==> config.mk <==
export PLATFORM = sky130hd
export DESIGN_NAME = mouse_line_drawer
export DESIGN_NICKNAME = d
export VERILOG_FILES = /design/src/rtl/mouse_line_drawer.sv
export SDC_FILE = /design/constraint.sdc
export NUM_CORES = 1
export LEC_CHECK = 0
export ABC_AREA = 1
export ABC_CLOCK_PERIOD_IN_PS = 9200
export BUFFER_PORTS_ARGS = -buffer_cell sky130_fd_sc_hd__buf_2
export CAP_MARGIN = 10
export CELL_PAD_IN_SITES_DETAIL_PLACEMENT = 1
export CELL_PAD_IN_SITES_GLOBAL_PLACEMENT = 2
export CORE_MARGIN = 1.5
export CORE_UTILIZATION = 39
export CTS_CLUSTER_DIAMETER = 60
export DETAILED_ROUTE_END_ITERATION = 7
export PLACE_DENSITY_LB_ADDON = 0.1
export SLEW_MARGIN = 20
export SYNTH_ARGS = -nofsm -noshare
export SYNTH_HDL_FRONTEND = slang
export SYNTH_SLANG_ARGS = --single-unit
export TNS_END_PERCENT = 5
==> constraint.sdc <==
create_clock -name CLOCK_50 -period 9.2 [get_ports CLOCK_50]
set_clock_uncertainty 0.1 [all_clocks]
set_input_delay 1.84 -clock CLOCK_50 [delete_from_list [all_inputs] [get_ports CLOCK_50]]
set_output_delay 1.84 -clock CLOCK_50 [all_outputs]
set_load 0.05 [all_outputs]
==> src/rtl/mouse_line_drawer.sv <==
// rtl/mouse_line_drawer.sv - Bresenham stroke renderer from mouse samples to framebuffer writes
// Keeps only the latest mouse sample and draws pen-down segments one pixel per clock.
module mouse_line_drawer #(
    parameter int WIDTH   = 640,
    parameter int HEIGHT  = 480,
    parameter int COORD_W = 11
) (
    input  logic               CLOCK_50,
    input  logic               reset_n,
    input  logic [COORD_W-1:0] mouse_x,
    input  logic [COORD_W-1:0] mouse_y,
    input  logic               mouse_valid,
    input  logic               button_left,
    input  logic               erase,
    output logic [COORD_W-1:0] x,
    output logic [COORD_W-1:0] y,
    output logic               pixel_color,
    output logic               pixel_write,
    output logic               busy
);
    localparam int AW = 13;

    typedef enum logic [1:0] {S_IDLE, S_SETUP, S_DRAW} state_t;
    state_t r_state, w_next;

    logic               r_pend_valid, r_pend_btn, r_pend_erase;
    logic [COORD_W-1:0] r_pend_x, r_pend_y;
    logic [COORD_W-1:0] r_anchor_x, r_anchor_y;
    logic               r_pen_prev;
    logic [COORD_W-1:0] r_x0, r_y0, r_x1, r_y1;
    logic               r_erase_l;
    logic signed [AW-1:0] r_dx, r_dy, r_err;
    logic               r_sx, r_sy;
    logic [COORD_W-1:0] r_cx, r_cy;
    logic               r_color, r_write, r_busy;

    logic [COORD_W-1:0] w_clamp_x, w_clamp_y;
    logic               w_at_end, w_pend_draw, w_consume;
    logic               w_write_d, w_busy_d;
    logic signed [AW-1:0] w_x0s, w_y0s, w_x1s, w_y1s, w_dxs, w_dys, w_abs_dx, w_abs_dy;
    logic signed [AW:0]   w_e2, w_dy_ext, w_dx_ext;
    logic               w_step_x, w_step_y;
    logic signed [AW-1:0] w_add_x, w_add_y, w_err_next;

    assign w_clamp_x = (mouse_x > COORD_W'(WIDTH - 1))  ? COORD_W'(WIDTH - 1)  : mouse_x;
    assign w_clamp_y = (mouse_y > COORD_W'(HEIGHT - 1)) ? COORD_W'(HEIGHT - 1) : mouse_y;

    assign w_at_end    = (r_cx == r_x1) && (r_cy == r_y1);
    assign w_pend_draw = r_pend_valid && r_pend_btn;
    // Non-draw samples are only retired from IDLE; draw samples may chain straight from DRAW.
    assign w_consume   = ((r_state == S_IDLE) && r_pend_valid) ||
                         ((r_state == S_DRAW) && w_at_end && w_pend_draw);

    assign w_x0s    = $signed({{(AW-COORD_W){1'b0}}, r_x0});
    assign w_y0s    = $signed({{(AW-COORD_W){1'b0}}, r_y0});
    assign w_x1s    = $signed({{(AW-COORD_W){1'b0}}, r_x1});
    assign w_y1s    = $signed({{(AW-COORD_W){1'b0}}, r_y1});
    assign w_dxs    = w_x1s - w_x0s;
    assign w_dys    = w_y1s - w_y0s;
    assign w_abs_dx = w_dxs[AW-1] ? -w_dxs : w_dxs;
    assign w_abs_dy = w_dys[AW-1] ? -w_dys : w_dys;

    assign w_e2       = {r_err, 1'b0};
    assign w_dy_ext   = r_dy;
    assign w_dx_ext   = r_dx;
    assign w_step_x   = (w_e2 >= w_dy_ext);
    assign w_step_y   = (w_e2 <= w_dx_ext);
    assign w_add_x    = w_step_x ? r_dy : '0;
    assign w_add_y    = w_step_y ? r_dx : '0;
    assign w_err_next = r_err + w_add_x + w_add_y;

    always_ff @(posedge CLOCK_50) begin
        if (!reset_n) r_state <= S_IDLE;
        else          r_state <= w_next;
    end

    always_comb begin
        w_next = r_state;
        case (r_state)
            S_IDLE:  if (w_pend_draw) w_next = S_SETUP;
            S_SETUP: w_next = S_DRAW;
            S_DRAW:  if (w_at_end) w_next = w_pend_draw ? S_SETUP : S_IDLE;
            default: w_next = S_IDLE;
        endcase
    end

    always_comb begin
        w_busy_d  = (w_next != S_IDLE);
        w_write_d = (w_next == S_DRAW);
    end

    always_ff @(posedge CLOCK_50) begin
        if (!reset_n) begin
            r_pend_valid <= 1'b0;
            r_pend_btn   <= 1'b0;
            r_pend_erase <= 1'b0;
            r_pend_x     <= '0;
            r_pend_y     <= '0;
            r_anchor_x   <= '0;
            r_anchor_y   <= '0;
            r_pen_prev   <= 1'b0;
            r_x0         <= '0;
            r_y0         <= '0;
            r_x1         <= '0;
            r_y1         <= '0;
            r_erase_l    <= 1'b0;
            r_dx         <= '0;
            r_dy         <= '0;
            r_err        <= '0;
            r_sx         <= 1'b0;
            r_sy         <= 1'b0;
            r_cx         <= '0;
            r_cy         <= '0;
            r_color      <= 1'b0;
            r_write      <= 1'b0;
            r_busy       <= 1'b0;
        end else begin
            // A new strobe wins over consumption so a sample landing at line end survives.
            if (mouse_valid) begin
                r_pend_valid <= 1'b1;
                r_pend_x     <= w_clamp_x;
                r_pend_y     <= w_clamp_y;
                r_pend_btn   <= button_left;
                r_pend_erase <= erase;
            end else if (w_consume) begin
                r_pend_valid <= 1'b0;
            end

            if (w_consume) begin
                r_anchor_x <= r_pend_x;
                r_anchor_y <= r_pend_y;
                r_pen_prev <= r_pend_btn;
                r_x0       <= r_pen_prev ? r_anchor_x : r_pend_x;
                r_y0       <= r_pen_prev ? r_anchor_y : r_pend_y;
                r_x1       <= r_pend_x;
                r_y1       <= r_pend_y;
                r_erase_l  <= r_pend_erase;
            end

            if (r_state == S_SETUP) begin
                r_dx    <= w_abs_dx;
                r_dy    <= -w_abs_dy;
                r_err   <= w_abs_dx - w_abs_dy;
                r_sx    <= ~w_dxs[AW-1];
                r_sy    <= ~w_dys[AW-1];
                r_cx    <= r_x0;
                r_cy    <= r_y0;
                r_color <= ~r_erase_l;
            end else if ((r_state == S_DRAW) && !w_at_end) begin
                r_err <= w_err_next;
                if (w_step_x) r_cx <= r_sx ? r_cx + 1'b1 : r_cx - 1'b1;
                if (w_step_y) r_cy <= r_sy ? r_cy + 1'b1 : r_cy - 1'b1;
            end

            r_write <= w_write_d;
            r_busy  <= w_busy_d;
        end
    end

    assign x           = r_cx;
    assign y           = r_cy;
    assign pixel_color = r_color;
    assign pixel_write = r_write;
    assign busy        = r_busy;
endmodule

==> metrics <==
Starting Density=0.3959; Crit Path Max Fanout=8; Worst Hold Path Cells=1; Data arrival, critical path=4.97 ns; Via density=5.347; Layout area overhead=10.90%; crit path time final=4.754 ns; top-area cell type share of the netlist area=0.2615; setup TNS=0 ns; Die H=between 150 and 200 um; endpoints failing hold=0; HP Class=register to register; Core ar.=~27000 um^2; GRT Util Overall=0.2675; ANT nets after route=0; achievable clock frequency=roughly 210 MHz; Synth top cells by count=277 x nand2_1, 248 x inv_1, 162 x a21oi_1; CP cell instances=inv_1 -> ha_1 -> nand2_1 -> nor2_1 -> nand2_1 -> nand2_1 -> a21oi_2 -> inv_1 -> o21ai_0 -> inv_1 -> fa_1 -> o211a_1 -> o21ai_0 -> inv_1 -> o21ai_0 -> nand3_1 -> nand2_1 -> a21oi_1 -> o21bai_1 -> a21oi_1; Synth Area per Inst=6.857 um^2; Slew Viols, Final=0; number of max-cap violations=0; area of the mapped netlist=between 10000 and 15000 um^2; Pre-antenna DRT Iters=5; Worst path max stage delay=0.48 ns; worst vdd ir=around 0.11 mV; DRC=0; Nets=about 1700; CP required=about 9.4 ns; post-CTS setup repair buffer count=0; metal3 WL=between 700 and 800 um; crit start category=register; Clock transition at path regs=0.08 ns; CTS Hold Bufs=0; ys async rst share=0; first-pass GRT wire length=a little under 60000 um; final core area utilization=0.4391; # rows=60; Crit path max-delay family=compound AO/OA/AOI/OAI gates; final wirelength=36380 um; M1 WL=17050 um; area leader, netlist=dfxtp_1; PostCTS Resize Cnt=0; number of CTS-inserted buffers=17; CP endpoint kind=register; IO Port Bufs=51; WP depth=20; Routability Congestion=0.8337; count leader, synth=nand2_1; Pwr Density=approximately 230 nW/um^2; static leakage=0.005846 uW; Setup-failing EPs final=0; Max H-tree Level=4; DIE WIDTH=168.2 um; Die ar.=~28000 um^2; number of synthesized flops with an enable pin=0; sequential fraction of the synthesis area=0.2615; # clock sinks=approximately 140; io pins=52; status=finished, final reports clean; WL met2=around 18000 um; unrepaired setup endpoints after global routing=no; initial antenna violation count=0; Post-Synthesis Net Count=1688; vias in the first global route=10690; Cell variety after synth=50; synthesized instance count=between 1500 and 2000; WHS=0.3483 ns; layout cells sized above 1=0.09843; CTS Root Cell=clkbuf_16; Top FF cell, synth=dfxtp_1; Clock Latency Late Sink=0.44 ns; slowest library cell on the worst path=dfxtp_1; Synth area leaders=dfxtp_1 26%, ha_1 11%, nand2_1 9.8%; Yosys warnings=0; drt wl/cell=18.79 um; CTS Buffer Depth=2; CP bufs+invs=4; Layout fillers=3542; ANT cells=0; top layer used by detailed routing=met4; Iter 0 DRT Violations=a little over 400; r2r worst-path depth=20; CTS tree=built; largest net degree at the start of global routing=70; via count=a little over 10000; WS Path Type=register to register; DP HPWL=27800 um; Slew headroom=0.3577; Yosys reg bits=roughly 140; Worst Tran Pin Value=0.9635 ns; GRT overflow=0; fin crit share=0.5167
-- flip-flops by register name, indices dropped and copies added (netlist names), 2 cells and up --
name      count
r_y1         11
r_pend_y     11
r_state       2
r_pend_x     11
r_y0         11
r_err        13
y            11
r_x1         11
r_dx         13
r_dy         13
r_x0         11
x            11
-- metrics by stage --
step / instance area, um^2 / cells / setup WS [ns] / total power, uW
detailed placement: 11200 / 1904 / 4.493 / 2037
finish: 11800 / 1936 / 4.446 / 2750
CTS: 11800 / 1936 / 4.443 / 2772
global route: 11800 / 1936 / 3.952 / 2969
global placement: 11200 / 1904 / 4.610 / 2016
floorplan: 10640 / 1552 / 5.219 / 1662
-- report_power, final --
group	internal [uW]	leakage, uW	switching (uW)
Clock	399	0.000290	320
Combinational	445	0.00442	908
Sequential	638	0.00114	40.8
Total	1480	0.00585	1270
-- kinds of logic (layout without fill, tap and decap cells) --
group | count (synthesis) | in the layout | share of synthesized area
AOI/OAI and AO/OA | 368 | 368 | 0.1987
xor gates and xnor gates | 60 | 60 | 0.05150
adders and majority gates | 109 | 109 | 0.1409
buffers and inverters | 307 | 350 | 0.1105
DFF | 139 | 139 | 0.2615
muxes | 1 | 1 | 0.0009407
and+or+nand+nor | 568 | 568 | 0.2360
-- cell type report --
cell class	instances	area [um^2]	area share
inverter	256	960.9	0.08143
tap	341	426.7	0.03615
timing repair buffer	62	337.8	0.02863
clock buffer	19	452.9	0.03838
sequential	139	2783	0.2358
clock inverter	13	147.6	0.01251
multi-input combinational	1106	6693	0.5671
-- path summary, 6_finish.rpt --
check                                            start                       end  slack [ns]
worst min register to register  r_erase_l$_SDFFE_PN0P_  pixel_color$_SDFFE_PN0P_        0.35
worst max-delay path              r_x0[3]$_SDFFE_PN0P_    r_err[12]$_SDFFE_PN0P_        4.45
worst min-delay path            r_erase_l$_SDFFE_PN0P_  pixel_color$_SDFFE_PN0P_        0.35
worst max register to register    r_x0[3]$_SDFFE_PN0P_    r_err[12]$_SDFFE_PN0P_        4.45
-- per-layer routing --
metal | track usage | vias to the layer above
met3 | 0.02891 | 36
li1 | - | 5195
met4 | 0.06910 | 0
met5 | 0 | -
met1 | 0.3419 | 4998
met2 | 0.4793 | 123
-- cells in the final DEF (no fill, tap or decap), drive strengths merged, types with 13 or more instances in the layout --
cell type and instances:
a211oi 23, a21oi 167, buf 62, clkbuf 19
dfxtp 139, fa 18, ha 91, inv 261
nand2 287, nand3 89, nand4 19, nor2 121
nor3 23, o21ai 112, o31ai 13, or2 18
xnor2 21, xor2 39
No activity file was read; power rests on OpenSTA's default activity.
